### src/rtl/vrms_meter.sv
// Windowed RMS / mean / peak meter for a signed sample stream: exact accumulation over
// 2^LOG2_N accepted samples, then a bit-serial restoring square root publishes all results.
module vrms_meter #(
  parameter int DATA_W = 12,
  parameter int LOG2_N = 8
) (
  input  logic                     clk_fs,
  input  logic                     rst_n,
  input  logic                     clr,
  input  logic                     data_vld,
  input  logic signed [DATA_W-1:0] data_s,
  input  logic                     irq_ack,
  output logic        [DATA_W-1:0] v_rms,
  output logic signed [DATA_W-1:0] v_mean,
  output logic signed [DATA_W-1:0] v_max,
  output logic signed [DATA_W-1:0] v_min,
  output logic                     res_vld,
  output logic                     irq,
  output logic                     overrun
);

  localparam int SQ_W  = 2*DATA_W - 1;
  localparam int SSQ_W = SQ_W + LOG2_N;
  localparam int SUM_W = DATA_W + LOG2_N;
  localparam int RAD_W = 2*DATA_W;
  localparam int REM_W = DATA_W + 2;
  localparam int IT_W  = $clog2(DATA_W);

  typedef enum logic [1:0] {S_IDLE, S_RUN, S_DONE} state_t;

  function automatic logic [SQ_W-1:0] floor_ms(input logic [SSQ_W-1:0] s);
    return SQ_W'(s >> LOG2_N);
  endfunction

  function automatic logic signed [DATA_W-1:0] floor_mean(input logic signed [SUM_W-1:0] s);
    return DATA_W'(s >>> LOG2_N);
  endfunction

  // One restoring step: bring down the next radicand bit pair, try (root*4+1).
  function automatic logic [REM_W+DATA_W-1:0] sqrt_step(input logic [REM_W-1:0]  rem,
                                                       input logic [DATA_W-1:0] root,
                                                       input logic [1:0]        pair);
    logic [REM_W-1:0] r;
    logic [REM_W-1:0] trial;
    r     = (rem << 2) | {{DATA_W{1'b0}}, pair};
    trial = {root, 2'b01};
    if (r >= trial) return {r - trial, (root << 1) | {{(DATA_W-1){1'b0}}, 1'b1}};
    else            return {r, root << 1};
  endfunction

  logic signed [SQ_W-1:0]   ds_sq_ext;
  logic signed [SUM_W-1:0]  ds_sum_ext;
  logic        [SQ_W-1:0]   sq;

  logic [LOG2_N-1:0]        cnt_q, cnt_d;
  logic [SSQ_W-1:0]         sum_sq_q, sum_sq_d;
  logic signed [SUM_W-1:0]  sum_q, sum_d;
  logic signed [DATA_W-1:0] max_q, max_d, min_q, min_d;
  logic                     close_q, close_d;

  state_t                   state_q;
  logic [RAD_W-1:0]         rad_q;
  logic [REM_W-1:0]         rem_q;
  logic [DATA_W-1:0]        root_q;
  logic [IT_W-1:0]          it_q;
  logic signed [DATA_W-1:0] mean_h_q, max_h_q, min_h_q;
  logic [DATA_W-1:0]        rms_q;
  logic signed [DATA_W-1:0] mean_q, vmax_q, vmin_q;
  logic                     res_vld_q, irq_q, overrun_q;

  assign ds_sq_ext  = {{(DATA_W-1){data_s[DATA_W-1]}}, data_s};
  assign ds_sum_ext = {{LOG2_N{data_s[DATA_W-1]}}, data_s};
  assign sq         = ds_sq_ext * ds_sq_ext;

  // Window accumulation: sample 0 of each window seeds every tracker.
  always_comb begin
    cnt_d    = cnt_q;
    sum_sq_d = sum_sq_q;
    sum_d    = sum_q;
    max_d    = max_q;
    min_d    = min_q;
    close_d  = 1'b0;
    if (clr) begin
      cnt_d = '0;
    end else if (data_vld) begin
      cnt_d   = cnt_q + LOG2_N'(1);
      close_d = &cnt_q;
      if (cnt_q == '0) begin
        sum_sq_d = {{LOG2_N{1'b0}}, sq};
        sum_d    = ds_sum_ext;
        max_d    = data_s;
        min_d    = data_s;
      end else begin
        sum_sq_d = sum_sq_q + {{LOG2_N{1'b0}}, sq};
        sum_d    = sum_q + ds_sum_ext;
        if (data_s > max_q) max_d = data_s;
        if (data_s < min_q) min_d = data_s;
      end
    end
  end

  always_ff @(posedge clk_fs or negedge rst_n) begin
    if (!rst_n) begin
      cnt_q    <= '0;
      sum_sq_q <= '0;
      sum_q    <= '0;
      max_q    <= '0;
      min_q    <= '0;
      close_q  <= 1'b0;
    end else begin
      cnt_q    <= cnt_d;
      sum_sq_q <= sum_sq_d;
      sum_q    <= sum_d;
      max_q    <= max_d;
      min_q    <= min_d;
      close_q  <= close_d;
    end
  end

  // Snapshot at the edge after window close, then DATA_W root steps, then publish.
  always_ff @(posedge clk_fs or negedge rst_n) begin
    if (!rst_n) begin
      state_q   <= S_IDLE;
      rad_q     <= '0;
      rem_q     <= '0;
      root_q    <= '0;
      it_q      <= '0;
      mean_h_q  <= '0;
      max_h_q   <= '0;
      min_h_q   <= '0;
      rms_q     <= '0;
      mean_q    <= '0;
      vmax_q    <= '0;
      vmin_q    <= '0;
      res_vld_q <= 1'b0;
      irq_q     <= 1'b0;
      overrun_q <= 1'b0;
    end else if (clr) begin
      state_q   <= S_IDLE;
      res_vld_q <= 1'b0;
      irq_q     <= 1'b0;
      overrun_q <= 1'b0;
    end else begin
      res_vld_q <= 1'b0;
      if (irq_ack && !res_vld_q) irq_q <= 1'b0;
      if (close_q && state_q != S_IDLE) overrun_q <= 1'b1;
      case (state_q)
        S_IDLE: begin
          if (close_q) begin
            rad_q    <= {1'b0, floor_ms(sum_sq_q)};
            rem_q    <= '0;
            root_q   <= '0;
            it_q     <= IT_W'(DATA_W-1);
            mean_h_q <= floor_mean(sum_q);
            max_h_q  <= max_q;
            min_h_q  <= min_q;
            state_q  <= S_RUN;
          end
        end
        S_RUN: begin
          {rem_q, root_q} <= sqrt_step(rem_q, root_q, rad_q[RAD_W-1:RAD_W-2]);
          rad_q           <= rad_q << 2;
          it_q            <= it_q - IT_W'(1);
          if (it_q == '0) state_q <= S_DONE;
        end
        S_DONE: begin
          rms_q     <= root_q;
          mean_q    <= mean_h_q;
          vmax_q    <= max_h_q;
          vmin_q    <= min_h_q;
          res_vld_q <= 1'b1;
          irq_q     <= 1'b1;
          state_q   <= S_IDLE;
        end
        default: state_q <= S_IDLE;
      endcase
    end
  end

  assign v_rms   = rms_q;
  assign v_mean  = mean_q;
  assign v_max   = vmax_q;
  assign v_min   = vmin_q;
  assign res_vld = res_vld_q;
  assign irq     = irq_q;
  assign overrun = overrun_q;

endmodule

### config.mk
export PLATFORM = sky130hd
export DESIGN_NAME = vrms_meter
export DESIGN_NICKNAME = d
export VERILOG_FILES = /design/src/rtl/vrms_meter.sv
export SDC_FILE = /design/constraint.sdc
export NUM_CORES = 1
export LEC_CHECK = 0
export ABC_AREA = 1
export CORE_MARGIN = 5
export CORE_UTILIZATION = 40
export DETAILED_ROUTE_END_ITERATION = 7
export GPL_TIMING_DRIVEN = 0
export SLEW_MARGIN = 0
export SYNTH_ARGS = -nofsm -noshare
export SYNTH_HDL_FRONTEND = slang
export SYNTH_SLANG_ARGS = --single-unit
export TNS_END_PERCENT = 1
### constraint.sdc
create_clock -name clk_fs -period 2.7 [get_ports clk_fs]
set_input_delay 0.81 -clock clk_fs [delete_from_list [all_inputs] [get_ports clk_fs]]
set_output_delay 0.81 -clock clk_fs [all_outputs]
set_load 0.01 [all_outputs]
==> impl_metrics.yaml <==
outcome:
  status: "finished with violations"
  violations: "negative setup slack"
die:
  die_area_um2: 49700
  initial_core_util_pct: 40.2
  rows: 78
  die_h_um: 223
  core-area_um2: 45100
  die_w_um: 223
  design.portCount: 68
worst_setup_path:
  cp_data_arrival_time_ps: 6570
  setup.worst_path.start_class: "primary input"
  worst_path_largest_cell_delay_ps: 590
  cp_data_required_time_ps: 3140
  critPathMaxFanout: 6
  cp-end-kind: "register"
  crit_path_top_delay_cell: "fa_2"
  crit_type: "primary input to register"
drt:
  drt_iter0_drc: 1066
  viasPerCell: 5.03
  drcViolationCount: 0
  routed_wirelength_mm: 50.8
  ant_nets: 0
  routedWlPerCell_um: 16.4
  vias: 15600
  firstDrtPassIters: 5
timing:
  fmax_ghz: 0.163
  setup_tns_ps: -80250
  relSlewSlack_pct: 45.8
  rsz0062_at_grt: "yes"
  period_share_pct: 227
  skew_ps: 22.5
  setup_ws_ps: -3430
  worst_pin_slew_ps: 813
  hold_viol: 0
  drv_slew: 0
  layout_min_cycle_time_ps: 6130
  finalSetupViolCount: 27
min_path:
  min_path_type: "primary input to async pin"
final_layout:
  nets: 2752
  finalCoreUtilization_pct: 49.0
  layout.cells.non_filler: 3098
  multi_input_area_um2: 11600
  drive_gt1_share_pct: 14.5
  num_antenna_cells: 0
  sequential_cell_area_um2: 5630
  fillers: 4414
  area_growth_pct: 21.8
placed_design:
  pre_cts_ws_ps: -5370
  io_buffers: 66
  dp_hpwl_mm: 39.2
  gp_congestion: 0.918
  dp.cells: 3023
yosys:
  synth-async-reset-ratio_pct: 100
  yosysWarnings: 0
  syn_inst: 2355
  syn-cell-area_um2: 18100
  synth_top_area_share_pct: 31.1
  ys_seq_area_share_pct: 31.1
  yosys.cell_types.count: 51
  syn_nets: 2630
  synth.avg_cell_area_um2: 7.69
  synth_area_leaders: "dfrtp_1 31%, nand2_1 14%, fa_1 13%, ha_1 9.5%, inv_1 8.5%"
  synthFlopType: "dfrtp_1"
  synth-seq-cells: 225
  synth_edf_count: 0
  yosysMostFrequentCell: "nand2_1"
  netlist_top_cells_count: "691 x nand2_1, 410 x inv_1, 225 x dfrtp_1, 138 x ha_1, 130 x nand3_1"
  synth_area_leader_cell: "dfrtp_1"
global_route:
  grt_max_degree: 90
  grtUsageTotal_pct: 20.2
  grt_pass1_wl_mm: 82.4
  grt-ovfl-total: 0
  grt_pass1_vias: 15600
  antenna_found_initial: 1
clock_network:
  cts-root-buf: "clkbuf_16"
  ctsHoldBuffers: 0
  tritoncts: "done"
  htree_levels: 1
  cts_buffers: 27
  cts_buffer_depth: 3
  clkSinkCount: 225
  clk_latency_ps: 550
  clk_pin_slew_ps: 60
run:
  maxCapViolCount: 0
[flip-flops by register name (all words and copies together) (netlist names), 2 cells and up]
name	count
root_q	12
v_min	12
cnt_q	8
v_mean	12
min_h_q	12
rem_q	12
sum_sq_q	31
v_rms	12
it_q	4
rad_q	24
mean_h_q	12
min_q	12
state_q	2
v_max	12
max_h_q	12
max_q	12
sum_q	20
[logic make-up (layout without fill, tap and decap cells)]
| logic type | count (synthesis) | after routing | share of synthesized area (%) |
|---|---|---|---|
| and+or+nand+nor | 1025 | 1025 | 23.6 |
| adders and majority gates | 258 | 258 | 22.8 |
| xor gates and xnor gates | 41 | 41 | 1.98 |
| DFF | 225 | 225 | 31.1 |
| AOI/OAI and AO/OA | 318 | 318 | 10.0 |
| buffers and inverters | 488 | 631 | 10.6 |
[worst paths after layout]
check | startpoint | slack, ps | cells after the start | end
min in group clk_fs | v_mean[9] | 460 | 2 | v_mean[9]
setup / recovery | data_s[11] | -3430 | 32 | sum_sq_q[30]
hold / removal | rst_n | 150 | 1 | root_q[6]
hold reg to reg | v_mean[9] | 460 | 2 | v_mean[9]
setup reg to reg | sum_q[0] | 360 | 13 | sum_q[16]
max in group asynchronous | rst_n | 1310 | 3 | v_min[7]
[cell type report]
cell class                 count  area share (%)
timing repair buffer          94            4.47
buffer                        67            2.58
clock inverter                12           0.686
multi-input combinational   1642            52.7
inverter                     420            7.23
tap                          600            3.40
clock buffer                  38            3.43
sequential                   225            25.5
[metal layers]
layer | vias up | track usage (%) | share of wire [%]
li1 | 7655 | - | -
met1 | 7559 | 28.9 | 47
met2 | 314 | 33.2 | 47
met3 | 63 | 2.03 | 3.9
met4 | 0 | 4.80 | 2.0
met5 | - | 0 | 0
[through the flow]
stage | hold slack [ps] | area (um^2)
global placement | 454 | 20000
CTS | 153 | 21800
global route | 177 | 22100
detailed placement | 458 | 20000
finish | 147 | 22100
floorplan | 442 | 18600
[critical path, delay by kind of cell]
family	cells	cell delay [ps]
AO/OA/AOI/OAI	2	260
buffers and inverters	9	950
AND/OR/NAND/NOR	14	1290
adder cells (fa/ha/maj)	7	3240
[placed cells by master (no fill, tap or decap), drive strengths merged, types with 3 or more instances in the layout]
cell type / netlist / routed
or2: 12 / 12
nand4: 23 / 23
buf: 40 / 80
nand3b: 7 / 7
bufinv: 0 / 3
nor2: 124 / 124
inv: 419 / 419
a22oi: 21 / 21
fa: 120 / 120
clkinvlp: 0 / 4
o22ai: 16 / 16
dfrtp: 225 / 225
nand2: 693 / 693
nand3: 132 / 132
and2: 7 / 7
clkdlybuf4s50: 0 / 53
o211ai: 11 / 11
o21ai: 118 / 118
clkbuf: 28 / 65
nor4: 4 / 4
nor3: 21 / 21
a21o: 4 / 4
o21a: 4 / 4
o221ai: 9 / 9
ha: 138 / 138
xor2: 23 / 23
o21bai: 7 / 7
a21oi: 122 / 122
clkinv: 1 / 6
xnor2: 18 / 18
[what timing repair did]
action                     4_1_cts  5_1_grt
setup endpoints to repair       63       27
resized for setup              228       61
pin swaps                       63       32
gates cloned                     1        0
setup buffers                   24        1
Power is left out: the tool's default activity adds up to more than one toggle a clock period on the data nets, which glitch-free logic cannot reach.
